[config.mk]
export PLATFORM = sky130hd
export DESIGN_NAME = kbd_input_port
export DESIGN_NICKNAME = d
export VERILOG_FILES = /design/src/rtl/kbd_input_port.sv
export SDC_FILE = /design/constraint.sdc
export NUM_CORES = 1
export LEC_CHECK = 0
export BUFFER_PORTS_ARGS = -buffer_cell sky130_fd_sc_hd__buf_2
export CAP_MARGIN = 20
export CELL_PAD_IN_SITES_DETAIL_PLACEMENT = 1
export CELL_PAD_IN_SITES_GLOBAL_PLACEMENT = 1
export CORE_ASPECT_RATIO = 0.7
export CORE_MARGIN = 2
export CORE_UTILIZATION = 48
export CTS_CLUSTER_DIAMETER = 30
export DETAILED_ROUTE_END_ITERATION = 12
export PLACE_DENSITY = 0.9
export SLEW_MARGIN = 20
export SYNTH_ARGS = -nofsm -noshare
export SYNTH_HDL_FRONTEND = slang
export SYNTH_SLANG_ARGS = --single-unit
export TNS_END_PERCENT = 100
[constraint.sdc]
create_clock -name clk -period 2.9 [get_ports clk]
set_input_delay 0.58 -clock clk [delete_from_list [all_inputs] [get_ports clk]]
set_output_delay 0.58 -clock clk [all_outputs]
set_load 0.01 [all_outputs]
[src/rtl/kbd_input_port.sv]
// PS/2 keyboard receiver with byte FIFO and CPU status/data registers.
// Define PS2_PARITY_CHECK_EN to drop odd-parity-failing frames and flag perr.
module kbd_input_port #(
    parameter int FIFO_DEPTH = 4,
    parameter int TIMEOUT    = 2048
) (
    input  logic        clk,
    input  logic        reset,
    input  logic        ps2_clk,
    input  logic        ps2_data,
    input  logic        cpu_rd,
    input  logic        cpu_addr,
    output logic [31:0] cpu_rdata,
    output logic        key_avail
);

`ifdef PS2_PARITY_CHECK_EN
    localparam bit PAR_CHECK = 1'b1;
`else
    localparam bit PAR_CHECK = 1'b0;
`endif

    localparam int AW = $clog2(FIFO_DEPTH);
    localparam int CW = AW + 1;
    localparam int TW = $clog2(TIMEOUT + 1);

    typedef enum logic [1:0] {IDLE, DATA, PARITY, STOP} state_e;

    state_e          state_q, state_d;
    logic            ps2c_s1_q, ps2c_s2_q, ps2c_prev_q;
    logic            ps2d_s1_q, ps2d_s2_q;
    logic [2:0]      bitcnt_q;
    logic [7:0]      shift_q;
    logic            par_q;
    logic [TW-1:0]   tmo_q;
    logic            push_q, ferr_ev_q, perr_ev_q;
    logic [7:0]      mem [FIFO_DEPTH];
    logic [AW-1:0]   wr_ptr_q, rd_ptr_q;
    logic [CW-1:0]   count_q, count_d;
    logic            ovf_q, ferr_q, perr_q;

    logic            fall, din, tmo_hit, frame_end, par_ok;
    logic            accept, ferr_ev, perr_ev;
    logic            full, empty, rd_data, rd_stat, pop, push_ok, ovf_ev;
    logic [3:0]      cnt4;

    // Both raw lines idle high, so the synchronizers reset to 1
    always_ff @(posedge clk or negedge reset) begin
        if (!reset) begin
            ps2c_s1_q   <= 1'b1;
            ps2c_s2_q   <= 1'b1;
            ps2c_prev_q <= 1'b1;
            ps2d_s1_q   <= 1'b1;
            ps2d_s2_q   <= 1'b1;
        end else begin
            ps2c_s1_q   <= ps2_clk;
            ps2c_s2_q   <= ps2c_s1_q;
            ps2c_prev_q <= ps2c_s2_q;
            ps2d_s1_q   <= ps2_data;
            ps2d_s2_q   <= ps2d_s1_q;
        end
    end

    assign fall    = ps2c_prev_q & ~ps2c_s2_q;
    assign din     = ps2d_s2_q;
    assign tmo_hit = (state_q != IDLE) && !fall
                  && (tmo_q == TW'(TIMEOUT - 1));

    always_ff @(posedge clk or negedge reset) begin
        if (!reset) state_q <= IDLE;
        else        state_q <= state_d;
    end

    always_comb begin
        state_d = state_q;
        if (tmo_hit) begin
            state_d = IDLE;
        end else if (fall) begin
            unique case (state_q)
                IDLE:    if (!din) state_d = DATA;
                DATA:    if (bitcnt_q == 3'd7) state_d = PARITY;
                PARITY:  state_d = STOP;
                STOP:    state_d = IDLE;
                default: state_d = IDLE;
            endcase
        end
    end

    always_comb begin
        frame_end = fall && (state_q == STOP);
        par_ok    = ^{shift_q, par_q};
        accept    = frame_end & din & (par_ok | ~PAR_CHECK);
        ferr_ev   = frame_end & ~din;
        perr_ev   = frame_end & din & PAR_CHECK & ~par_ok;
    end

    always_ff @(posedge clk or negedge reset) begin
        if (!reset) begin
            bitcnt_q  <= 3'd0;
            shift_q   <= 8'd0;
            par_q     <= 1'b0;
            tmo_q     <= '0;
            push_q    <= 1'b0;
            ferr_ev_q <= 1'b0;
            perr_ev_q <= 1'b0;
        end else begin
            push_q    <= accept;
            ferr_ev_q <= ferr_ev;
            perr_ev_q <= perr_ev;
            if (state_q == IDLE || fall || tmo_hit) tmo_q <= '0;
            else                                    tmo_q <= tmo_q + TW'(1);
            if (state_q == IDLE || tmo_hit) begin
                bitcnt_q <= 3'd0;
            end else if (fall && state_q == DATA) begin
                shift_q[bitcnt_q] <= din;
                bitcnt_q          <= bitcnt_q + 3'd1;
            end else if (fall && state_q == PARITY) begin
                par_q <= din;
            end
        end
    end

    // shift_q is stable in the cycle after the stop edge, so it feeds the FIFO directly
    assign full    = (count_q == CW'(FIFO_DEPTH));
    assign empty   = (count_q == '0);
    assign rd_data = cpu_rd & cpu_addr;
    assign rd_stat = cpu_rd & ~cpu_addr;
    assign pop     = rd_data & ~empty;
    assign push_ok = push_q & (~full | pop);
    assign ovf_ev  = push_q & full & ~pop;
    assign count_d = count_q + CW'(push_ok) - CW'(pop);
    assign cnt4    = 4'(count_q);

    always_ff @(posedge clk) begin
        if (push_ok) mem[wr_ptr_q] <= shift_q;
    end

    always_ff @(posedge clk or negedge reset) begin
        if (!reset) begin
            wr_ptr_q  <= '0;
            rd_ptr_q  <= '0;
            count_q   <= '0;
            ovf_q     <= 1'b0;
            ferr_q    <= 1'b0;
            perr_q    <= 1'b0;
            cpu_rdata <= 32'd0;
        end else begin
            wr_ptr_q <= wr_ptr_q + AW'(push_ok);
            rd_ptr_q <= rd_ptr_q + AW'(pop);
            count_q  <= count_d;
            ovf_q    <= ovf_ev    | (ovf_q  & ~rd_stat);
            ferr_q   <= ferr_ev_q | (ferr_q & ~rd_stat);
            perr_q   <= perr_ev_q | (perr_q & ~rd_stat);
            if (rd_stat)
                cpu_rdata <= {24'd0, cnt4, ferr_q, perr_q, ovf_q, key_avail};
            else if (rd_data)
                cpu_rdata <= pop ? {24'd0, mem[rd_ptr_q]} : 32'd0;
        end
    end

    assign key_avail = ~empty;

endmodule
==> results.cfg, run 1 <==
[worst_setup_path]
required_ps = 3180
worst_setup_path_end_kind = flop
rrSetupSlack_ps = 480
critPathMaxFanout = 5
worstSetupStartpointType = flop
critical_path_class = flop to flop
arrival_ps = 2700

[sta]
fin_crit_ps = 2420
fin_hold_ws_ps = 161
finalClockSkew_ps = 10.7
fin_crit_sh_pct = 83.4
final_hold_viol_count = 0
max_slew_margin_pct = 61.8
setup_viol_count_final = 0
worstMarginPinSlew_ps = 574
fmax_mhz = 413
drv_slew = 0
tns_ps = 0
rsz0062_at_grt = false

[clock_tree]
postCtsSetupBuffers = 0
cts_sinks = 82
cts_tree = yes
cts_max_level = 3
cts_made_buffers = 9
cts_buffer_depth = 2
cts-resized-gates = 0
clk_pin_slew_ps = 90
ctsHoldBuffers = 0
clock_latency_ps = 360
clockRootBuffer = clkbuf_8

[yosys]
ys_types = 50
synthArstFlopShare_pct = 61.0
yosysSeqAreaShare_pct = 60.3
synth_common_cells = dfrtp_1, edfxtp_1, buf_4
netlist_area_um2 = 3680
yosysWarningCount = 0
synth_ff_type = dfrtp_1
ys_seq_elements = 82
synth.area.top_cells = dfrtp_1, edfxtp_1, buf_4
yosys.area.top_type_share_pct = 30.6
synth_edf_count = 32
synth_top_area_cell = dfrtp_1
netlist_instances = 277
avgSynthCellArea_um2 = 13.3
synth.most_common_cell = dfrtp_1

[grt]
grt.overflow.total = 0
grt_first_pass_wirelength_um = 12500
first_global_vias = 2318
grt.total_usage_pct = 20.8
grt_antenna_before_repair = 0
grt_max_degree = 33

[floorplanning]
coreArea_um2 = 7350
dieArea_um2 = 8390
num_io_pins = 39
start_util_pct = 50.0
placementRows = 26
die_x_um = 109
die_h_um = 77.2

[placement]
place_inst = 387
port_buffers = 14
hpwl_um = 5420
dpl_cell_area_um2 = 3780
gp_congestion = 0.850

[drt]
routed.top_layer = met4
wl_met1_um = 3440
vias = 2145
wl_per_cell_um = 19.6
wl_met3_um = 348
drtIter0Drc = 107
ant_nets = 0
vias_per_cell = 5.32
met2_length_um = 3970
post-route-drc-count = 0
drt_pre_antenna_iters = 4
wirelength_um = 7910

[power]
pwr-share-clk_pct = 30.0
power_frac_comb_pct = 22.1
p_switching_mw = 1.05
seq_power_share_pct = 47.9
ir_drop_v = 0.000370
leakage_nw = 1.80
swShare_pct = 31.0
power.internal_mw = 2.34
power.density_nw_per_um2 = 837

[cells_and_area]
fin_util_pct = 55.0
filler_cell_count = 750
nets = 319
instances_no_fill = 403
multiInputGateArea_um2 = 1280
area_growth_pct = 10.0
antenna_cells = 0
design_area_um2 = 4040
register_area_um2 = 2220
drive_above_1_share_pct = 20.3

[outcome]
status = completed

[worst_hold_path]
hold_path.class = primary input to async pin

[flow_run]
drv_cap = 0
## through the flow
step           worst slack [ps]  total power [mW]
2_1_floorplan               708              2.14
3_3_place_gp                540              2.29
3_5_place_dp                361              2.38
4_1_cts                     468              3.41
5_1_grt                     292              3.56
6_report                    481              3.38
## state kept, by name (all words and copies together) (netlist names), 2 cells and up
name / count
bitcnt_q: 3
count_q: 3
cpu_rdata: 8
mem: 32
rd_ptr_q: 2
shift_q: 8
state_q: 2
tmo_q: 12
wr_ptr_q: 2
## power groups by stage
stage | Combinational, mW | Sequential, mW | Clock, mW
floorplan | 0.589 | 1.55 | 0
global placement | 0.676 | 1.62 | 0
detailed placement | 0.737 | 1.65 | 0
CTS | 0.755 | 1.62 | 1.03
global route | 0.828 | 1.66 | 1.07
finish | 0.746 | 1.62 | 1.02
## per-layer routing
layer  vias up  GRT usage [%]
li1        975              -
met1      1096           25.6
met2        57           34.4
met3        17           5.70
met4         0           9.23
met5         -              0
## cell type report
cell class | count | area share (%)
flip-flops and latches | 82 | 54.9
multi-input cells | 174 | 31.7
clock buffers | 14 | 5.60
well taps | 98 | 3.03
repair buffers | 19 | 2.66
inverters | 14 | 1.30
clock inverters | 2 | 0.835
## kinds of logic (layout without fill, tap and decap cells)
logic type,count (synthesis),after routing,share of synthesized area [%]
compound gates,23,23,5.00
other cells,1,24,0.102
simple gates,83,83,12.1
mux,18,18,7.59
buf+inv,44,49,7.11
fa+ha+maj,13,13,4.63
xor+xnor,13,13,3.10
flops,82,82,60.3
## critical path, stage by stage (launching register included)
cell and delay (ps):
dfrtp_1 460, nor2_1 320, nand3_1 120, nand2_1 210
ha_1 270, inv_1 60, ha_1 130, inv_1 50
fa_1 380, xnor2_1 190, xnor2_1 150
## path summary, 6_finish.rpt
path                       cells after the start           end        from
setup / recovery                              10    count_q[2]  count_q[1]
hold reg to reg                                0     ps2c_s2_q   ps2c_s1_q
hold / removal                                 1  cpu_rdata[1]       reset
setup reg to reg                              10    count_q[2]  count_q[1]
min in group clk                               1     ps2c_s1_q     ps2_clk
max in group asynchronous                      2           din       reset
## cell usage in the layout, fill, tap and decap left out, types with 3 or more instances in the layout
master | netlist | final
dfrtp_1 | 45 | 45
edfxtp_1 | 32 | 32
nor2_1 | 24 | 24
conb_1 | 1 | 24
nand2_1 | 17 | 17
inv_1 | 14 | 14
buf_2 | 2 | 14
ha_1 | 12 | 12
clkbuf_8 | 0 | 11
nand3_1 | 10 | 10
xor2_1 | 9 | 9
mux2_2 | 9 | 9
mux4_2 | 7 | 7
and3_1 | 6 | 6
dfstp_2 | 5 | 5
buf_4 | 25 | 5
xnor2_1 | 4 | 4
nand3b_1 | 4 | 4
o21ai_0 | 4 | 4
a21oi_1 | 3 | 3
a221o_1 | 3 | 3
clkbuf_16 | 0 | 3
Power figures use the tool's default switching activity.
==> inputs of run 2 (changes only) <==
==> constraint.sdc (replaced) <==
create_clock -name clk -period 2.4 [get_ports clk]
set_input_delay 0.48 -clock clk [delete_from_list [all_inputs] [get_ports clk]]
set_output_delay 0.48 -clock clk [all_outputs]
set_load 0.01 [all_outputs]
==> run 2 against run 1 <==
  * Fmax increased by 10%
  * Clock-buffer cell count decreased by 5
  * Largest power group unchanged
  * Largest cell class unchanged
  * Via count increased by 0.42%
==> results.cfg, run 2 (same netlist as run 1, synthesis figures left out) <==
[outcome]
status = completed

[sta]
max_slew_margin_pct = 56.3
fin_crit_sh_pct = 91.7
finalClockSkew_ps = 17.4
fmax_mhz = 455
rsz0062_at_grt = false
setup_viol_count_final = 0
worstMarginPinSlew_ps = 656
final_hold_viol_count = 0
drv_slew = 0
tns_ps = 0
fin_crit_ps = 2200

[grt]
grt.total_usage_pct = 19.7
grt_first_pass_wirelength_um = 12100
grt_antenna_before_repair = 0
first_global_vias = 2312
grt_max_degree = 51
grt.overflow.total = 0

[cells_and_area]
reg_top3 = mem x32, tmo_q x12
regMostFlops = mem
layout_common_cells = dfrtp_1, edfxtp_1, conb_1, nor2_1, nand2_1
layout_commonest_cell = dfrtp_1
filler_cell_count = 768
nets = 320
area_growth_pct = 8.68
instances_no_fill = 404
drive_above_1_share_pct = 20.9
antenna_cells = 0
largest_reg_flops = 32

[drt]
post-route-drc-count = 0
drt_pre_antenna_iters = 4
drtIter0Drc = 75
ant_nets = 0
wl_per_cell_um = 18.2
vias_per_cell = 5.33
wirelength_um = 7350
vias = 2154

[worst_setup_path]
worstSetupStartpointType = flop
worst_setup_path_end_kind = flop
arrival_ps = 2440
critPathMaxFanout = 5
critical_path_class = flop to flop
required_ps = 2640

[floorplanning]
start_util_pct = 50.0
num_io_pins = 39
die_x_um = 109
die_h_um = 77.2
placementRows = 26
coreArea_um2 = 7350
dieArea_um2 = 8390

[clock_tree]
clk_pin_slew_ps = 100
clock_latency_ps = 350
cts_made_buffers = 9
clockRootBuffer = clkbuf_8
ctsHoldBuffers = 0
cts_tree = yes
postCtsSetupBuffers = 0
cts_buffer_depth = 2
cts_sinks = 82
cts_max_level = 3

[power]
leakage_nw = 1.76
ir_drop_v = 0.000371
power.density_nw_per_um2 = 956

[placement]
place_inst = 388
port_buffers = 14
hpwl_um = 5260
gp_congestion = 0.774

[worst_hold_path]
hold_path.class = primary input to flop

[flow_run]
drv_cap = 0
==> run 2: per-stage QoR <==
stage / worst slack, ps / total power [mW] / hold slack [ps] / instance area [um^2] / utilization, %
final: 200 / 3.82 / 223 / 4000 / 54.3
after global routing: 35.4 / 4.06 / 196 / 4000 / 54.3
after CTS: 88.2 / 3.84 / 207 / 3990 / 54.2
after detailed placement: 7.78 / 2.87 / 347 / 3790 / 51.6
after global placement: 213 / 2.77 / 346 / 3790 / 51.6
after floorplan: 308 / 2.58 / 184 / 3760 / -
==> run 2: cell type report <==
cell class                 instances  area (um^2)  area share, %
sequential                        82         2220           55.5
clock inverter                     7         70.1           1.75
inverter                          14         52.6           1.32
multi-input combinational        174         1290           32.4
tap                               98          123           3.07
clock buffer                       9          124           3.10
timing repair buffer              20          115           2.88
==> run 2: worst paths after layout <==
| path | from | end | slack, ps | depth (start not counted) |
|---|---|---|---|---|
| min reg2reg | ps2c_s1_q | ps2c_s2_q | 360 | 0 |
| min | ps2_data | ps2d_s1_q | 220 | 1 |
| max in group asynchronous | reset | wr_ptr_q[0] | 1710 | 2 |
| max reg2reg | count_q[1] | count_q[2] | 200 | 10 |
| min in group asynchronous | reset | tmo_q[6] | 240 | 2 |
| max | count_q[1] | count_q[2] | 200 | 10 |
==> run 2: worst max-delay path, stage by stage (launching register included) <==
cell and delay (ps):
dfrtp_1 480, nor2_4 170, nand3_1 120, nand2_2 160, ha_1 260, inv_1 60, ha_1 130, inv_1 50
fa_1 380, xnor2_1 150, xnor2_1 120
==> run 2: report_power, final <==
part / switching [mW] / total [mW] / leakage, nW / internal, mW
registers: 0.284 / 1.96 / 0.947 / 1.68
logic: 0.457 / 0.881 / 0.724 / 0.424
clock network: 0.500 / 0.977 / 0.0905 / 0.477
total: 1.24 / 3.82 / 1.76 / 2.58
==> run 2: metal layers <==
layer / up-vias / share of wire (%) / global-route usage, %
met2: 54 / 48 / 30.5
met1: 1107 / 46 / 26.1
met5: - / 0 / 0
met4: 0 / 2.1 / 7.82
met3: 13 / 3.8 / 5.78
li1: 980 / - / -
==> run 2: repair_timing <==
action | 4_1_cts | 5_1_grt
setup endpoints to repair | 1 | 1
endpoints found under the hold margin | 0 | 0
resized for setup | 1 | 2
